### src/rtl/instr_sequencer.sv
// Fetch/decode/execute controller for the 32-entry instruction ROM.
// Owns the PC, latches the instruction register, resolves HALT/JMP/BZ and hands other opcodes to the datapath.
module instr_sequencer #(
  parameter int unsigned ADDR_WIDTH   = 5,
  parameter int unsigned OPCODE_WIDTH = 4,
  parameter int unsigned REG_WIDTH    = 2,
  parameter logic [OPCODE_WIDTH-1:0] HALT_OP = 4'b1111,
  parameter logic [OPCODE_WIDTH-1:0] JMP_OP  = 4'b1110,
  parameter logic [OPCODE_WIDTH-1:0] BZ_OP   = 4'b1101
) (
  input  logic                              clk,
  input  logic                              rst_n,
  input  logic                              run,
  output logic [ADDR_WIDTH-1:0]             rom_addr,
  input  logic [OPCODE_WIDTH+REG_WIDTH-1:0] rom_data,
  output logic [OPCODE_WIDTH-1:0]           opcode,
  output logic [REG_WIDTH-1:0]              reg_sel,
  output logic                              exec_start,
  input  logic                              exec_done,
  input  logic [ADDR_WIDTH-1:0]             jmp_target,
  input  logic                              zero_flag,
  output logic                              busy,
  output logic                              halted
);

  localparam int unsigned INSTR_WIDTH = OPCODE_WIDTH + REG_WIDTH;

  typedef enum logic [2:0] {
    S_IDLE   = 3'd0,
    S_FETCH  = 3'd1,
    S_DECODE = 3'd2,
    S_WAIT   = 3'd3,
    S_HALT   = 3'd4
  } state_t;

  state_t                   state, state_nxt;
  logic [ADDR_WIDTH-1:0]    pc, pc_nxt;
  logic [INSTR_WIDTH-1:0]   ir, ir_nxt;
  logic [OPCODE_WIDTH-1:0]  ir_op;
  logic                     ir_is_ctrl;

  assign ir_op      = ir[INSTR_WIDTH-1:REG_WIDTH];
  assign ir_is_ctrl = (ir_op == HALT_OP) || (ir_op == JMP_OP) || (ir_op == BZ_OP);

  // State, PC and instruction register
  always_ff @(posedge clk or negedge rst_n) begin
    if (!rst_n) begin
      state <= S_IDLE;
      pc    <= '0;
      ir    <= '0;
    end else begin
      state <= state_nxt;
      pc    <= pc_nxt;
      ir    <= ir_nxt;
    end
  end

  // Next-state, PC and IR update
  always_comb begin
    state_nxt = state;
    pc_nxt    = pc;
    ir_nxt    = ir;
    case (state)
      S_IDLE: begin
        if (run) state_nxt = S_FETCH;
      end
      S_FETCH: begin
        ir_nxt    = rom_data;
        state_nxt = S_DECODE;
      end
      S_DECODE: begin
        if (ir_op == HALT_OP) begin
          state_nxt = S_HALT;
        end else if (ir_op == JMP_OP) begin
          pc_nxt    = jmp_target;
          state_nxt = S_FETCH;
        end else if (ir_op == BZ_OP) begin
          pc_nxt    = zero_flag ? jmp_target : pc + ADDR_WIDTH'(1);
          state_nxt = S_FETCH;
        end else begin
          state_nxt = S_WAIT;
        end
      end
      S_WAIT: begin
        if (exec_done) begin
          pc_nxt    = pc + ADDR_WIDTH'(1);
          state_nxt = S_FETCH;
        end
      end
      S_HALT: begin
        // Leaving HALT rewinds so the next run restarts from address 0
        if (!run) begin
          pc_nxt    = '0;
          state_nxt = S_IDLE;
        end
      end
      default: begin
        state_nxt = S_IDLE;
      end
    endcase
  end

  // Moore outputs decoded from state, PC and IR
  always_comb begin
    rom_addr   = pc;
    opcode     = ir_op;
    reg_sel    = ir[REG_WIDTH-1:0];
    exec_start = 1'b0;
    busy       = 1'b0;
    halted     = 1'b0;
    case (state)
      S_FETCH:  busy = 1'b1;
      S_DECODE: begin
        busy       = 1'b1;
        exec_start = !ir_is_ctrl;
      end
      S_WAIT:   busy = 1'b1;
      S_HALT:   halted = 1'b1;
      default:  ;
    endcase
  end

endmodule

### config.mk
export PLATFORM = sky130hd
export DESIGN_NAME = instr_sequencer
export DESIGN_NICKNAME = d
export VERILOG_FILES = /design/src/rtl/instr_sequencer.sv
export SDC_FILE = /design/constraint.sdc
export NUM_CORES = 1
export LEC_CHECK = 0
export CAP_MARGIN = 0
export CORE_MARGIN = 2
export CORE_UTILIZATION = 44
export CTS_CLUSTER_SIZE = 40
export DETAILED_ROUTE_END_ITERATION = 10
export GPL_ROUTABILITY_DRIVEN = 0
export PLACE_DENSITY = 0.78
export SYNTH_ARGS = -nofsm -noshare
export SYNTH_HDL_FRONTEND = slang
export SYNTH_SLANG_ARGS = --single-unit
### constraint.sdc
create_clock -name clk -period 1.9 [get_ports clk]
set_input_delay 0.285 -clock clk [delete_from_list [all_inputs] [get_ports clk]]
set_output_delay 0.285 -clock clk [all_outputs]
set_load 0.005 [all_outputs]
==> metrics, run 1 <==
Cell Rows 15; Worst setup SP type register; Vias around 770; crit end category primary output; area delta synth->final 43.6%; Syn Nets around 110; dpl hpwl 1.44 mm; Yosys top cell by area dfrtp_1; Post-Syn Area about 860 µm²; Initial Utilization 0.483; final WL 1.96 mm; Worst Max-Slew Pin Slew approximately 0.63 ns; Worst Path Required between 1.5 and 2 ns; synth top area cells dfrtp_1, mux2_2, nor2_1; GRT Overall Usage 0.190; H-tree levels 1; TritonCTS Sinks 14; die span in y a little under 50 µm; clock buffer depth 2; Final Cell Area between 0.001 and 0.0015 mm²; synthesis-stage register bit count 14; Setup TNS Final 0 ns; Die W 48.2 µm; Root Driver clkbuf_4; FFs w/ async S/R, synth 1.00; Max-Cap Viols 0; synth cell count leaders dfrtp_1, nor2_1, nand2_1, mux2_2, a31oi_1; RSZ-0062 raised after global routing no; Starting DRT DRC Count 29; Setup WS pre-CTS between 0.15 and 0.2 ns; DIE AREA between 0.002 and 0.0025 mm²; CTS tree done; register area share after synthesis 0.407; vias in the first global route 706; Final Max Slew Viols 0; antenna violations before repair 0; Tmin final 1.78 ns; # nets final between 100 and 150; slew margin rel. 0.580; Syn. warnings 0; final critical-path share of the clock period 0.935; global-route wire length before repair just over 3 mm; Ant. Diodes 0; worst vdd ir roughly 0.001 V; number of remaining DRC errors 0; worst skew pair latency roughly 0.29 ns; Final Hold Viols 0; DRT antenna net count 0; setup violators final 0; PortBufs 29; leakage 0.558 nW; Detailed Routing Iterations Pass 1 4; filler instances roughly 150; skew final around 0.0023 ns; mean area per synthesized cell between 9 and 10 µm²; PwrDens around 1600 mW/mm²; placed cell areas 0.00116 mm²; CP Class register to primary output; area of the core approximately 0.0018 mm²; Max Clk Rate about 560 MHz; Worst Path Arrival ~1.5 ns; Avg Vias per Cell a little over 5; Critical Path Fanout Max 2; final worst slack roughly 0.12 ns; status finished, final reports clean; post-layout util 0.693; ys flop type dfrtp_1; GRT Residual Overflow 0; Num CTS Buffers 3; Post-synth EDFFs 0; Netlist cell types 34; largest net degree at the start of global routing 15; Ports 30; ratio of cells with drive above 1 in the final layout 0.213; Wirelength per Cell about 13 µm; top cell type's share of synthesized area 0.407; worst hold path type input port to async pin; synthesized instance count between 90 and 100; CTS clk-pin slew, worst paths roughly 0.090 ns
==> critical path, stage by stage (launching register included) <==
cell and delay, ns:
dfrtp_1 0.39, buf_4 0.13, or3b_4 0.39, clkinv_1 0.07
dlygate4sd2_1 0.23
==> cell usage in the layout (no fill, tap or decap), types with 2 or more instances in the layout <==
cell type,instances
inv_1,3
nand2_1,8
o21ai_1,2
dfrtp_1,12
dfrtp_2,2
nor3_1,3
a21oi_1,2
clkdlybuf4s50_1,27
a31oi_1,4
mux2_4,2
mux2_2,6
buf_4,8
nand3_1,3
nor2_1,14
a32oi_1,2
clkbuf_4,3
xnor2_1,3
or3_1,2
nor2_2,2
==> area by class of cell <==
type                       count  area [µm²]  area share
sequential                    14         353       0.285
multi-input combinational     68         449       0.363
inverter                       4        15.0      0.0121
clock buffer                   4        36.3      0.0294
timing repair buffer          37         352       0.284
tap                           25        31.3      0.0253
==> state kept, by name (all words and copies together), names as in the netlist <==
signal and count:
state 3, ir 6, rom_addr 5
==> layer usage <==
metal	vias up	global-route usage	wire, µm	part of all wire
met1	345	0.247	900	0.46
met3	2	0.0444	106	0.054
li1	397	-	-	-
met2	24	0.300	934	0.48
met5	-	0	0	0
met4	0	0.0811	15	0.0077
==> where the power goes <==
group / internal (mW) / switching [mW]
sequential: 0.444 / 0.137
combinational: 0.657 / 0.495
clock: 0.117 / 0.106
==> logic make-up after synthesis <==
family          synth area share
compound gates             0.137
xor+xnor                  0.0305
fa+ha+maj                 0.0145
buf+inv                   0.0712
flops                      0.407
mux                        0.113
simple gates               0.227
==> metrics by stage <==
step	total power, mW	hold WS [ns]	cells
finish	1.96	0.380	152
global route	2.11	0.444	152
CTS	1.91	0.406	149
detailed placement	1.68	0.500	143
global placement	1.65	0.491	143
floorplan	1.27	-0.0106	91
==> what timing repair did <==
item	CTS	global route
gates resized for setup	1	3
pin swaps	1	0
hold buffers	0	0
setup buffers	2	3
endpoints found under the setup margin	2	1
==> worst paths after layout <==
kind / start / endpoint / slack (ns) / cells after the start
min reg2reg: ir[1] / ir[1] / 0.52 / 1
min: rst_n / ir[5] / 0.38 / 1
max in group asynchronous: rst_n / ir[2] / 1.08 / 1
max reg2reg: state[1] / rom_addr[0] / 0.16 / 7
min in group clk: ir[1] / ir[1] / 0.52 / 1
max: state[1] / halted / 0.12 / 4
Note: power is estimated with default switching activity, not from simulation.
==> inputs of run 2 (changes only) <==
Settings changed: SLEW_MARGIN set to 20.
==> results of run 2 <==
The final DEF is identical to that of run 1; final timing and power are the same.
